$ cat config.mk
export PLATFORM = sky130hd
export DESIGN_NAME = sb_tx_packet_framer_gen
export DESIGN_NICKNAME = d
export VERILOG_FILES = /design/src/rtl/sb_tx_packet_framer_gen_pkg.sv /design/src/rtl/sb_tx_packet_framer_gen_fifo.sv /design/src/rtl/sb_tx_packet_framer_gen.sv
export SDC_FILE = /design/constraint.sdc
export NUM_CORES = 1
export LEC_CHECK = 0
export BUFFER_PORTS_ARGS = -buffer_cell sky130_fd_sc_hd__buf_4
export CAP_MARGIN = 20
export CORE_UTILIZATION = 35
export CTS_CLUSTER_DIAMETER = 40
export CTS_CLUSTER_SIZE = 28
export DETAILED_ROUTE_END_ITERATION = 8
export GPL_TIMING_DRIVEN = 1
export PLACE_DENSITY = 0.6
export REMOVE_ABC_BUFFERS = 1
export SLEW_MARGIN = 20
export SYNTH_ARGS = -nofsm -noshare
export SYNTH_HDL_FRONTEND = slang
export SYNTH_HIERARCHICAL = 1
export SYNTH_SLANG_ARGS = --single-unit
$ cat constraint.sdc
create_clock -name i_clk -period 12.1 [get_ports i_clk]
set_input_delay 2.42 -clock i_clk [delete_from_list [all_inputs] [get_ports i_clk]]
set_output_delay 2.42 -clock i_clk [all_outputs]
set_load 0.01 [all_outputs]
$ cat src/rtl/sb_tx_packet_framer_gen_pkg.sv
`default_nettype none
// ============================================================================
// Package     : sb_pkg
// Description : Shared constants, message record and FSM states for the SB TX framer.
// Revision    : 1.0
// ============================================================================
package sb_pkg;

  localparam int SB_PHASE_W         = 64;
  localparam int SB_MAX_DATA_PHASES = 2;
  localparam int SB_LEN_W           = $clog2(SB_MAX_DATA_PHASES + 1);
  localparam int SB_OPC_LSB         = 14;
  localparam int SB_OPC_W           = 4;
  localparam int SB_TIMEOUT_OPC     = 5;

  typedef struct packed {
    logic [SB_PHASE_W-3:0]                  header;
    logic [SB_PHASE_W*SB_MAX_DATA_PHASES-1:0] data;
    logic [SB_LEN_W-1:0]                    len;
    logic                                   cp;
    logic                                   dp;
  } sb_msg_t;

  typedef enum logic [1:0] {
    IDLE = 2'd0,
    HDR  = 2'd1,
    DATA = 2'd2
  } framer_state_e;

endpackage : sb_pkg
`default_nettype wire

$ cat src/rtl/sb_tx_packet_framer_gen_fifo.sv
`default_nettype none
// ============================================================================
// Module      : sb_tx_msg_fifo
// Description : Power-of-two deep message queue; push/pop guarded against full/empty.
// Revision    : 1.0
// ============================================================================
module sb_tx_msg_fifo #(
  parameter  int WIDTH = 8,
  parameter  int DEPTH = 2,
  localparam int AW    = $clog2(DEPTH)
) (
  input  logic             i_clk,
  input  logic             i_rst_n,
  input  logic             i_push,
  input  logic             i_pop,
  input  logic [WIDTH-1:0] i_wdata,
  output logic [WIDTH-1:0] o_rdata,
  output logic             o_full,
  output logic             o_empty,
  output logic [AW:0]      o_count
);

  logic [WIDTH-1:0] r_mem [DEPTH];
  logic [AW-1:0]    r_wr_ptr;
  logic [AW-1:0]    r_rd_ptr;
  logic [AW:0]      r_count;
  logic             w_push;
  logic             w_pop;

  assign o_full  = (r_count == (AW+1)'(DEPTH));
  assign o_empty = (r_count == '0);
  assign o_count = r_count;
  assign o_rdata = r_mem[r_rd_ptr];
  assign w_push  = i_push && !o_full;
  assign w_pop   = i_pop && !o_empty;

  always_ff @(posedge i_clk) begin
    if (w_push) r_mem[r_wr_ptr] <= i_wdata;
  end

  // Pointers wrap naturally because DEPTH is a power of two.
  always_ff @(posedge i_clk or negedge i_rst_n) begin
    if (!i_rst_n) begin
      r_wr_ptr <= '0;
      r_rd_ptr <= '0;
      r_count  <= '0;
    end else begin
      if (w_push) r_wr_ptr <= r_wr_ptr + AW'(1);
      if (w_pop)  r_rd_ptr <= r_rd_ptr + AW'(1);
      case ({w_push, w_pop})
        2'b10:   r_count <= r_count + (AW+1)'(1);
        2'b01:   r_count <= r_count - (AW+1)'(1);
        default: r_count <= r_count;
      endcase
    end
  end

endmodule : sb_tx_msg_fifo
`default_nettype wire

$ cat src/rtl/sb_tx_packet_framer_gen.sv
`default_nettype none
// ============================================================================
// Module      : sb_tx_packet_framer_gen
// Description : Queued sideband TX framer: header phase {dp,cp,header} then data phases.
// Revision    : 1.0
// ============================================================================
module sb_tx_packet_framer_gen
  import sb_pkg::*;
#(
  parameter  int PHASE_W         = SB_PHASE_W,
  parameter  int MAX_DATA_PHASES = SB_MAX_DATA_PHASES,
  parameter  int QUEUE_DEPTH     = 2,
  parameter  int OPC_LSB         = SB_OPC_LSB,
  parameter  int TIMEOUT_OPC     = SB_TIMEOUT_OPC,
  localparam int LEN_W           = $clog2(MAX_DATA_PHASES + 1)
) (
  input  logic                               i_clk,
  input  logic                               i_rst_n,
  input  logic                               i_msg_valid,
  output logic                               o_msg_ready,
  input  logic [PHASE_W-3:0]                 i_header,
  input  logic [PHASE_W*MAX_DATA_PHASES-1:0] i_data,
  input  logic [LEN_W-1:0]                   i_data_len,
  input  logic                               i_ser_done,
  output logic [PHASE_W-1:0]                 o_framed_packet_phase,
  output logic                               o_packet_valid,
  output logic                               o_timeout_ctr_start,
  output logic                               o_busy,
  output logic                               o_len_err
);

  typedef struct packed {
    logic [PHASE_W-3:0]                 header;
    logic [PHASE_W*MAX_DATA_PHASES-1:0] data;
    logic [LEN_W-1:0]                   len;
    logic                               cp;
    logic                               dp;
  } msg_t;

  localparam int QAW = $clog2(QUEUE_DEPTH);

  msg_t               w_push_msg, w_head, r_inflight;
  logic               w_full, w_empty, w_push, w_pop, w_load, w_issue;
  logic [QAW:0]       w_count;
  logic               w_len_ovf, w_dp;
  logic [LEN_W-1:0]   w_len;
  framer_state_e      r_state, w_state_next;
  logic [LEN_W-1:0]   r_k, w_k_next;
  logic [PHASE_W-1:0] r_phase, w_phase_next;
  logic               r_valid, w_valid_next, r_tout, w_tout_next, r_len_err;

  assign w_push    = i_msg_valid && !w_full;
  assign w_issue   = i_ser_done && !r_valid;
  assign w_len_ovf = (i_data_len > LEN_W'(MAX_DATA_PHASES));
  assign w_len     = w_len_ovf ? LEN_W'(MAX_DATA_PHASES) : i_data_len;

  // Data parity covers only the phases that will actually be sent.
  always_comb begin
    w_dp = 1'b0;
    for (int k = 0; k < MAX_DATA_PHASES; k++) begin
      if (k < int'(w_len)) w_dp = w_dp ^ (^i_data[k*PHASE_W +: PHASE_W]);
    end
  end

  always_comb begin
    w_push_msg.header = i_header;
    w_push_msg.data   = i_data;
    w_push_msg.len    = w_len;
    w_push_msg.cp     = ^i_header;
    w_push_msg.dp     = w_dp;
  end

  sb_tx_msg_fifo #(
    .WIDTH ($bits(msg_t)),
    .DEPTH (QUEUE_DEPTH)
  ) u_fifo (
    .i_clk   (i_clk),
    .i_rst_n (i_rst_n),
    .i_push  (w_push),
    .i_pop   (w_pop),
    .i_wdata (w_push_msg),
    .o_rdata (w_head),
    .o_full  (w_full),
    .o_empty (w_empty),
    .o_count (w_count)
  );

  always_comb begin
    w_state_next = r_state;
    w_pop        = 1'b0;
    w_load       = 1'b0;
    w_valid_next = 1'b0;
    w_tout_next  = 1'b0;
    w_phase_next = r_phase;
    w_k_next     = r_k;
    case (r_state)
      IDLE: begin
        if (!w_empty && w_issue) begin
          w_pop        = 1'b1;
          w_load       = 1'b1;
          w_valid_next = 1'b1;
          w_phase_next = {w_head.dp, w_head.cp, w_head.header};
          w_tout_next  = (w_head.header[OPC_LSB +: SB_OPC_W] == SB_OPC_W'(TIMEOUT_OPC));
          w_k_next     = '0;
          w_state_next = (w_head.len != '0) ? DATA : IDLE;
        end
      end
      // Entries always pop in IDLE, so the holding state is never entered.
      HDR: w_state_next = IDLE;
      DATA: begin
        if (w_issue) begin
          w_valid_next = 1'b1;
          w_phase_next = r_inflight.data[int'(r_k)*PHASE_W +: PHASE_W];
          w_k_next     = r_k + LEN_W'(1);
          if (r_k == r_inflight.len - LEN_W'(1)) w_state_next = IDLE;
        end
      end
      default: w_state_next = IDLE;
    endcase
  end

  always_ff @(posedge i_clk or negedge i_rst_n) begin
    if (!i_rst_n) begin
      r_state    <= IDLE;
      r_k        <= '0;
      r_phase    <= '0;
      r_valid    <= 1'b0;
      r_tout     <= 1'b0;
      r_len_err  <= 1'b0;
      r_inflight <= '0;
    end else begin
      r_state <= w_state_next;
      r_k     <= w_k_next;
      r_phase <= w_phase_next;
      r_valid <= w_valid_next;
      r_tout  <= w_tout_next;
      if (w_load) r_inflight <= w_head;
      if (w_push && w_len_ovf) r_len_err <= 1'b1;
    end
  end

  assign o_msg_ready           = !w_full;
  assign o_framed_packet_phase = r_phase;
  assign o_packet_valid        = r_valid;
  assign o_timeout_ctr_start   = r_tout;
  assign o_busy                = (w_count != '0) || (r_state != IDLE);
  assign o_len_err             = r_len_err;

endmodule : sb_tx_packet_framer_gen
`default_nettype wire

==> impl_metrics.json, run 1 <==
{
  "wl_met2_um": 28100,
  "pwr-share-clk_pct": 32.6,
  "synthCells": 1407,
  "multi_input_area_mm2": 0.00758,
  "post_dp_cell_area_mm2": 0.0277,
  "grt_max_degree": 108,
  "worst_pin_slew_ps": 1060,
  "start_util_pct": 35.4,
  "area_growth_pct": 24.3,
  "clockBufferDepth": 3,
  "post_cts_buffers": 0,
  "clkSinkCount": 592,
  "r2r_setup_slack_ps": 8140,
  "num_vias": 12893,
  "routed-wl-met3_um": 3420,
  "wirelength_um": 57500,
  "cp_top_family": "buffers and inverters",
  "post_drt_via_cell_ratio": 4.73,
  "max_stage_delay_ps": 860,
  "yosys_warnings": 6,
  "num-fill-cells": 6253,
  "cts_tree": "done",
  "dp.final_hpwl_um": 36100,
  "clkTransAtPathRegs_ps": 50,
  "port-buffer-count": 264,
  "status": "finished, final reports clean",
  "synth_seq_cells": 592,
  "post-route-cell-area_mm2": 0.0307,
  "ys_types": 29,
  "max_freq_mhz": 194,
  "post-route-drc-count": 0,
  "internal_power_mw": 5.64,
  "p_leak_nw": 12.0,
  "antenna_found_initial": 5,
  "setup.worst_path.start_class": "input pin",
  "skew_ps": 21.0,
  "comb_power_share_pct": 27.3,
  "cp_max_fo": 67,
  "grt-ovfl-total": 0,
  "drv_slew": 0,
  "register_area_mm2": 0.0168,
  "wl_met1_um": 24700,
  "synthArstFlopShare_pct": 34.5,
  "first_pass_iters": 5,
  "ir_drop_mv": 0.189,
  "path_buf_inv": 3,
  "synth_ff_type": "edfxtp_1",
  "die_x_um": 268,
  "grt_pass1_vias": 13714,
  "ant_nets": 0,
  "die_h_um": 268,
  "switching_share_pct": 28.9,
  "arrival_ps": 5390,
  "drive_gt1_share_pct": 42.8,
  "grt_pass1_wl_um": 85200,
  "period_share_pct": 42.7,
  "h-tree-depth": 3,
  "synth_top_area_cell": "edfxtp_1",
  "setup_viol": 0,
  "worst-setup-path-type": "input pin to register",
  "yosysMostFrequentCell": "edfxtp_1",
  "grtUsageTotal_pct": 16.1,
  "power.switching_mw": 2.30,
  "crit_path_top_delay_cell": "buf_4",
  "synthesis.area_mm2": 0.0247,
  "seq_area_frac_synth_pct": 67.8,
  "yosys-top-cells-count": "edfxtp_1 (388), dfrtp_1 (204), mux2_2 (174)",
  "cts_resized": 0,
  "hold_buffers": 0,
  "ios": 265,
  "relSlewSlack_pct": 29.6,
  "critical_path.cell_chain": "buf_4 -> nor2b_1 -> nand2_1 -> nor2_4 -> buf_4 -> buf_4",
  "avgSynthCellArea_um2": 17.6,
  "design.core.area_mm2": 0.0699,
  "gp_congestion": 0.749,
  "row_count": 97,
  "hold_viol_final": 0,
  "top_layer_used": "met5",
  "drv_cap": 0,
  "powerDensity_mw_per_mm2": 259,
  "drt_iter0_markers": 597,
  "sequentialPowerShare_pct": 40.1,
  "critPathRequiredTime_ps": 12320,
  "hp-class": "register to register",
  "cts-root-buf": "clkbuf_16",
  "period_needed_ps": 5170,
  "numCtsBuffers": 88,
  "critical_path.most_common_cell": "buf_4",
  "fin_nets": 1908,
  "fin_tns_setup_ps": 0,
  "synth_area_leaders": "edfxtp_1 (47%), dfrtp_1 (21%), mux2_4 (9.1%), mux2_2 (7.9%), xnor2_1 (6.0%)",
  "yosys.area.top_type_share_pct": 47.1,
  "die-area_mm2": 0.0717,
  "n_antenna_cell": 0,
  "synth-edff-count": 388,
  "rsz0062_at_grt": "no",
  "cp-end-kind": "register",
  "worstSkewPairLatency_ps": 620,
  "wl_per_cell_um": 21.1
}
flip-flops by register name (all words and copies together), names as in the netlist:
signal and flops:
o_timeout_ctr_start 1, u_fifo/r_wr_ptr 1, r_k 2, r_inflight 130, o_packet_valid 1, u_fifo/r_rd_ptr 1, o_len_err 1, u_fifo/r_mem 388
u_fifo/o_count 2, o_framed_packet_phase 64, r_state 1
final timing paths:
check | start | to | cells past startpoint
min in group asynchronous | i_rst_n | r_inflight[6]$_DFFE_PN0P_ | 1
setup / recovery | i_msg_valid | u_fifo/r_mem[0][129]$_DFFE_PP_ | 6
hold / removal | o_len_err$_DFFE_PN0P_ | o_len_err$_DFFE_PN0P_ | 1
setup reg to reg | u_fifo/o_count[0]$_DFFE_PN0P_ | u_fifo/r_mem[0][129]$_DFFE_PP_ | 7
hold reg to reg | o_len_err$_DFFE_PN0P_ | o_len_err$_DFFE_PN0P_ | 1
max in group asynchronous | i_rst_n | o_framed_packet_phase[43]$_DFFE_PN0P_ | 2
area by class of cell:
type,count,share of cell area (%)
Clock buffer,109,7.93
Clock inverter,55,2.05
Inverter,5,0.0611
Multi-Input combinational cell,744,24.7
Sequential cell,592,54.6
Tap cell,940,3.83
Timing Repair Buffer,280,6.91
worst register-to-register path, stage by stage, from the launching register on:
cell,delay [ps]
dfrtp_1,430
nand2b_1,180
inv_1,80
nor2b_1,220
nand2_1,190
nor2_4,770
buf_4,680
buf_4,920
kinds of logic (layout without fill, tap and decap cells):
group	Yosys count	after routing	synth area share [%]
adder cells (fa/ha/maj)	1	1	0.0506
flip-flops	592	592	67.8
XOR/XNOR	195	195	6.91
multiplexers	388	388	19.6
AO/OA/AOI/OAI	135	135	3.44
AND/OR/NAND/NOR	25	25	0.506
buffers and inverters	71	449	1.70
layout by cell type (no fill, tap or decap), types with 2 or more instances in the layout:
cell          n
edfxtp_1    388
buf_4       278
dfrtp_1     202
mux2_2      174
xnor2_1     170
mux2_4      150
clkbuf_16    92
o21ai_0      64
mux2i_1      64
a22oi_1      63
xor2_1       25
clkinv_4     12
clkinv_2     11
inv_6        11
clkbuf_1     10
bufinv_16     9
clkbuf_8      7
nor2_1        6
nand2_1       6
clkinvlp_4    6
inv_1         5
nor2b_1       4
inv_8         3
nand2b_1      2
a21oi_1       2
clkinv_1      2
dfrtp_4       2
through the flow:
stage / worst slack, ps / hold WS (ps) / utilization (%) / total power [mW] / std cells
5_1_grt: 6690 / 494 / 44.0 / 8.34 / 2725
4_1_cts: 6910 / 473 / 44.0 / 8.08 / 2725
3_5_place_dp: 6260 / 462 / 39.6 / 5.44 / 2561
6_report: 6930 / 471 / 44.0 / 7.94 / 2725
2_1_floorplan: -3900 / 461 / - / 5.06 / 1341
3_3_place_gp: 6290 / 463 / 39.6 / 5.38 / 2561
power by group through the flow:
stage | clock network, mW | registers, mW | logic, mW
after floorplan | 0 | 3.37 | 1.69
after global placement | 0 | 3.20 | 2.17
after detailed placement | 0 | 3.23 | 2.21
after CTS | 2.65 | 3.20 | 2.22
after global routing | 2.74 | 3.26 | 2.34
final | 2.59 | 3.19 | 2.17
routing by layer:
metal / vias up / track usage, %
met5: - / 0
met4: 10 / 5.31
met3: 104 / 4.00
met2: 304 / 26.3
met1: 6581 / 20.8
li1: 5894 / -
Power figures use the tool's default switching activity.
==> inputs of run 2 (changes only) <==
--- a/config.mk
+++ b/config.mk
@@ -5,6 +5,7 @@
 export SDC_FILE = /design/constraint.sdc
 export NUM_CORES = 1
 export LEC_CHECK = 0
+export ABC_AREA = 1
 export BUFFER_PORTS_ARGS = -buffer_cell sky130_fd_sc_hd__buf_4
 export CAP_MARGIN = 20
 export CORE_UTILIZATION = 35
@@ -12,7 +13,7 @@
 export CTS_CLUSTER_SIZE = 28
 export DETAILED_ROUTE_END_ITERATION = 8
 export GPL_TIMING_DRIVEN = 1
-export PLACE_DENSITY = 0.6
+export PLACE_DENSITY = 0.62
 export REMOVE_ABC_BUFFERS = 1
 export SLEW_MARGIN = 20
 export SYNTH_ARGS = -nofsm -noshare
==> constraint.sdc (replaced) <==
create_clock -name i_clk -period 4.2 [get_ports i_clk]
set_input_delay 0.84 -clock i_clk [delete_from_list [all_inputs] [get_ports i_clk]]
set_output_delay 0.84 -clock i_clk [all_outputs]
set_load 0.01 [all_outputs]
==> run 2 against run 1 <==
  * Clock power rose to 3.0 times the previous value
  * Via count rose by 52%
  * Critical path type is now register to register
  * Routed wire length increased by 20%
  * Sequential cell count unchanged
  * Sequential share of layout area shrank 3.6 points
  * Total power increased to 2.9 times the previous value
==> impl_metrics.json, run 2 <==
{
  "status": "finished, final reports clean",
  "post-route-drc-count": 0,
  "p_leak_nw": 15.2,
  "fin_util_pct": 43.9,
  "die_h_um": 278,
  "cp_max_fo": 21,
  "port-buffer-count": 264,
  "dp.final_hpwl_um": 44800,
  "cts-root-buf": "clkbuf_16",
  "grtUsageTotal_pct": 17.9,
  "critPathRequiredTime_ps": 4490,
  "drt_iter0_markers": 1304,
  "final_cell_count_no_fill": 4214,
  "period_needed_ps": 2720,
  "hold_viol_final": 0,
  "dp.cells": 4044,
  "grt_max_degree": 130,
  "first_pass_iters": 5,
  "post_cts_buffers": 0,
  "seq_area_frac_synth_pct": 62.8,
  "yosys-top-cells-count": "nand2_1 (1709), edfxtp_1 (388), dfrtp_1 (204)",
  "hold_buffers": 0,
  "antenna_found_initial": 4,
  "total_power_mw": 23.4,
  "synth_top_area_cell": "edfxtp_1",
  "synthesis.area_mm2": 0.0267,
  "largest_reg_flops": 388,
  "die-area_mm2": 0.0774,
  "grt_pass1_wl_um": 107000,
  "most-common-layout-cells": "nand2_1 (1709), edfxtp_1 (388), buf_4 (280)",
  "setup.worst_path.start_class": "register",
  "drive_gt1_share_pct": 14.3,
  "ios": 265,
  "cts_resized": 0,
  "die_x_um": 278,
  "wl_per_cell_um": 16.4,
  "setup_viol": 0,
  "layout_commonest_cell": "nand2_1",
  "synthCells": 2894,
  "design.core.area_mm2": 0.0749,
  "arrival_ps": 3010,
  "num_vias": 19634,
  "worst_pin_slew_ps": 1140,
  "drv_cap": 0,
  "rsz0062_at_grt": "no",
  "start_util_pct": 35.6,
  "grt-ovfl-total": 0,
  "synth_area_leaders": "edfxtp_1 (44%), nand2_1 (24%), dfrtp_1 (19%), xnor2_1 (2.5%), o311ai_1 (1.7%)",
  "internal_power_mw": 15.2,
  "ant_nets": 0,
  "area_growth_pct": 23.2,
  "cts_tree": "done",
  "pwr-share-clk_pct": 33.3,
  "fin_nets": 3364,
  "ir_drop_mv": 0.497,
  "timing.rr.start": "u_fifo/o_count[1]$_DFFE_PN0P_",
  "crit_path_start": "u_fifo/o_count[1]$_DFFE_PN0P_",
  "largest_register": "u_fifo/r_mem",
  "skew_ps": 20.6,
  "period_share_pct": 64.7,
  "ys_types": 30,
  "post_drt_via_cell_ratio": 4.66,
  "worstSkewPairLatency_ps": 630,
  "clkSinkCount": 592,
  "synth_ff_type": "edfxtp_1",
  "power.switching_mw": 8.21,
  "cp-end-kind": "register",
  "gp_congestion": 0.769,
  "row_count": 100,
  "yosys.area.top_type_share_pct": 43.6,
  "wirelength_um": 68900,
  "grt_pass1_vias": 19047,
  "synth-edff-count": 388,
  "hp-class": "input pin to async pin",
  "layout_setup_ws_ps": 1480,
  "powerDensity_mw_per_mm2": 712,
  "clkTransAtPathRegs_ps": 60,
  "h-tree-depth": 3,
  "clockBufferDepth": 3,
  "synthArstFlopShare_pct": 34.5,
  "worst-setup-path-type": "register to register",
  "post-route-cell-area_mm2": 0.0329,
  "pre_cts_ws_ps": 1200,
  "numCtsBuffers": 90,
  "max_freq_mhz": 368,
  "comb_power_share_pct": 28.2,
  "post_dp_cell_area_mm2": 0.0297,
  "yosys_warnings": 6,
  "relSlewSlack_pct": 24.3,
  "switching_share_pct": 35.1,
  "synth_seq_cells": 592,
  "fin_tns_setup_ps": 0,
  "yosysMostFrequentCell": "nand2_1",
  "avgSynthCellArea_um2": 9.22,
  "sequentialPowerShare_pct": 38.5,
  "holdWs_ps": 206,
  "drv_slew": 0
}
run 2: cell types whose count changed after synthesis, moves of 51 or more:
| cell | delta |
|---|---|
| o311ai_1 | +51 |
| mux2_4 | -150 |
| mux2i_1 | -64 |
| xnor2_1 | -93 |
| inv_1 | +105 |
| nand2_1 | +1703 |
| nor2_1 | +70 |
| a22oi_1 | -63 |
| mux2_2 | -174 |
run 2: worst paths after layout:
kind                                                         end  slack, ps  cells after the start
min                        o_framed_packet_phase[31]$_DFFE_PN0P_        210                      1
min reg2reg                           r_inflight[25]$_DFFE_PN0P_        460                      2
max in group asynchronous            r_inflight[125]$_DFFE_PN0P_       2950                      2
max                               u_fifo/r_mem[1][168]$_DFFE_PP_       1480                      6
min in group i_clk                u_fifo/r_mem[0][170]$_DFFE_PP_        410                      1
max reg2reg                       u_fifo/r_mem[1][168]$_DFFE_PP_       1480                      6
run 2: routing by layer:
layer,share of wire (%),GRT usage [%],routed length (µm)
met1,44,22.7,30000
met2,49,30.3,33500
met3,5.1,3.30,3530
met4,2.6,6.79,1810
met5,0.054,0,37
run 2: layout make-up:
class / count / area (µm²)
flip-flops and latches: 592 / 16800
clock inverters: 66 / 862
diodes: 1 / 2.50
inverters: 115 / 449
clock buffers: 103 / 2340
well taps: 969 / 1210
repair buffers: 294 / 2380
multi-input cells: 2074 / 8870
fillers: 7078 / 42100
run 2: worst max-delay path, stage by stage, from the launching register on:
cell and delay (ps):
dfrtp_1 390, inv_1 120, nor2_1 120, nor2_1 330, o21ai_0 310, nor2_4 670
buf_4 430
run 2: kinds of logic after synthesis:
logic type / synth area share (%)
AO/OA/AOI/OAI: 3.48
XOR/XNOR: 3.90
adder cells (fa/ha/maj): 0.0469
buffers and inverters: 4.04
flip-flops: 62.8
AND/OR/NAND/NOR: 25.8
run 2: power groups by stage:
stage	registers, mW	clock network, mW	logic, mW
after global routing	9.19	8.20	7.49
after CTS	9.03	7.93	6.74
after detailed placement	9.12	0	6.72
final	9.02	7.78	6.59
after global placement	9.10	0	6.62
after floorplan	9.35	0	3.92
==> inputs of run 3 (changes only) <==
==> constraint.sdc (replaced) <==
create_clock -name i_clk -period 2.35 [get_ports i_clk]
set_input_delay 0.47 -clock i_clk [delete_from_list [all_inputs] [get_ports i_clk]]
set_output_delay 0.47 -clock i_clk [all_outputs]
set_load 0.01 [all_outputs]
==> run 3 against run 2 <==
  * Total power increased by 83%
  * Global-route usage increased by 0.49 points
  * Clock skew increased by 1.2 ps
  * Final cell count increased by 1.8%
  * Clock power increased by 80%
  * Die area unchanged
  * Maximum frequency increased by 27%
  * Critical path depth increased by 1
  * Sequential share of layout area decreased by 1.3 points
  * Highest routed layer unchanged
==> impl_metrics.json, run 3 (same netlist as run 2, synthesis figures left out) <==
{
  "port-buffer-count": 264,
  "holdPathEnd": "u_fifo/r_mem[1][29]$_DFFE_PP_",
  "drv_cap": 0,
  "critPathRequiredTime_ps": 2660,
  "gp_congestion": 0.804,
  "r2r_end": "u_fifo/r_mem[1][130]$_DFFE_PP_",
  "worst_pin_slew_ps": 801,
  "setup_viol": 0,
  "drv_slew": 0,
  "relSlewSlack_pct": 46.6,
  "skew_ps": 21.7,
  "worstSkewPairLatency_ps": 640,
  "clkTransAtPathRegs_ps": 60,
  "crit_path_top_delay_cell": "dfrtp_1",
  "hp-class": "input pin to register",
  "grt_max_degree": 123,
  "worst-setup-path-type": "register to register",
  "arrival_ps": 2440,
  "setup.worst_path.start_class": "register",
  "max_stage_delay_ps": 400,
  "r2r_setup_slack_ps": 220,
  "post_drt_via_cell_ratio": 4.66,
  "num_vias": 19981,
  "drive_gt1_share_pct": 15.3,
  "sequentialPowerShare_pct": 37.3,
  "die_h_um": 278,
  "cp_max_fo": 18,
  "first_pass_iters": 5,
  "most-common-layout-cells": "nand2_1 (1709), edfxtp_1 (388), buf_4 (300)",
  "power.switching_mw": 15.1,
  "p_leak_nw": 15.7,
  "clkSinkCount": 592,
  "fin_nets": 3436,
  "die_x_um": 278,
  "layout_commonest_cell": "nand2_1",
  "grt_pass1_vias": 19280,
  "hold_viol_final": 0,
  "grt_pass1_wl_um": 110000,
  "min_path_cells": 1,
  "ir_drop_mv": 0.877,
  "row_count": 100,
  "powerDensity_mw_per_mm2": 1270,
  "start_util_pct": 35.6,
  "wirelength_um": 71100,
  "period_share_pct": 90.7,
  "cts_tree": "done",
  "post_dp_cell_area_mm2": 0.0302,
  "wl_per_cell_um": 16.6,
  "holdWs_ps": 36.7,
  "status": "finished, final reports clean",
  "post_cts_buffers": 0,
  "post-route-cell-area_mm2": 0.0337,
  "internal_power_mw": 27.7,
  "grt-ovfl-total": 0,
  "ant_nets": 0,
  "grtUsageTotal_pct": 18.4,
  "antenna_found_initial": 8,
  "rsz0062_at_grt": "no",
  "h-tree-depth": 3,
  "cp_top_family": "buffers and inverters",
  "critical_path.cell_chain": "inv_1 -> nor2_1 -> nor2_1 -> o21ai_1 -> nor2_4 -> buf_4 -> buf_4",
  "numCtsBuffers": 95,
  "timing.rr.start": "u_fifo/o_count[1]$_DFFE_PN0P_",
  "switching_share_pct": 35.3,
  "pwr-share-clk_pct": 32.7,
  "dp.final_hpwl_um": 46800,
  "design.core.area_mm2": 0.0749,
  "clockBufferDepth": 3,
  "cp-end-kind": "register",
  "area_growth_pct": 26.3,
  "ios": 265,
  "rr_worst_depth": 7,
  "die-area_mm2": 0.0774,
  "worstHoldStart": "i_data[25]",
  "cts-root-buf": "clkbuf_16",
  "largest_reg_flops": 388,
  "drt_iter0_markers": 1191,
  "max_freq_mhz": 469,
  "period_needed_ps": 2130,
  "largest_register": "u_fifo/r_mem",
  "post-route-drc-count": 0,
  "comb_power_share_pct": 30.0,
  "path_buf_inv": 3
}
## run 3: cell types whose count changed in the layout (fill, tap and decap cells not counted), sizes merged, moves of 5 or more
cell / change
clkinvlp: -6
buf: +38
bufinv: -5
dlygate4sd3: +29
clkinv: +9
## run 3: per-stage QoR
| step | setup WS (ps) | TNS, ps | util, % | std cells | total power [mW] |
|---|---|---|---|---|---|
| finish | 217 | 0 | 45.0 | 4291 | 42.7 |
| global route | 82.2 | 0 | 45.0 | 4291 | 45.3 |
| CTS | 103 | 0 | 45.0 | 4286 | 43.2 |
| detailed placement | 76.4 | 0 | 40.3 | 4082 | 29.1 |
| global placement | 141 | 0 | 40.3 | 4082 | 28.9 |
| floorplan | -7300 | -2838100 | - | 2781 | 22.3 |
## run 3: area by class of cell
cell class	instances	area (µm²)
timing repair buffer	361	3180
multi-input combinational	2074	8870
sequential	592	16800
clock inverter	68	733
clock buffer	107	2500
tap	969	1210
fill	7083	41200
inverter	115	449
antenna	5	12.5
## run 3: power by group through the flow
stage | sequential [mW] | clock [mW] | combinational [mW]
after global routing | 16.2 | 14.7 | 14.4
after detailed placement | 16.1 | 0 | 13.0
after global placement | 16.1 | 0 | 12.8
after floorplan | 15.8 | 0 | 6.42
after CTS | 16.0 | 14.2 | 13.1
final | 15.9 | 14.0 | 12.8
## run 3: timing repair
item | 4_1_cts | 5_1_grt
setup endpoints to repair | 0 | 24
resized for setup | 0 | 1
hold buffers | 29 | 0
hold endpoints to repair | 97 | 0
## run 3: layer usage
| metal | GRT usage [%] | part of all wire [%] |
|---|---|---|
| met5 | 0 | 0.062 |
| met2 | 30.5 | 48 |
| met3 | 3.06 | 4.7 |
| met4 | 6.91 | 2.7 |
| met1 | 24.1 | 45 |
## run 3: worst max path at each step
stage / startpoint / end / slack, ps / depth (start not counted)
3_3_place_gp: i_data[92] / u_fifo/r_mem[1][0]$_DFFE_PP_ / 140 / 17
4_1_cts: u_fifo/o_count[1]$_DFFE_PN0P_ / u_fifo/r_mem[1][130]$_DFFE_PP_ / 100 / 7
3_5_place_dp: i_ser_done / o_framed_packet_phase[55]$_DFFE_PN0P_ / 80 / 10
2_1_floorplan: u_fifo/o_count[1]$_DFFE_PN0P_ / u_fifo/r_mem[1][0]$_DFFE_PP_ / -7300 / 5
6_report: u_fifo/o_count[1]$_DFFE_PN0P_ / u_fifo/r_mem[1][130]$_DFFE_PP_ / 220 / 7
5_1_grt: u_fifo/o_count[1]$_DFFE_PN0P_ / u_fifo/r_mem[1][130]$_DFFE_PP_ / 80 / 7
## run 3: worst reg2reg max path, stage by stage (launching register included)
cell,delay [ps]
dfrtp_1,400
inv_1,130
nor2_1,100
nor2_1,280
o21ai_1,220
nor2_4,190
buf_4,180
buf_4,300
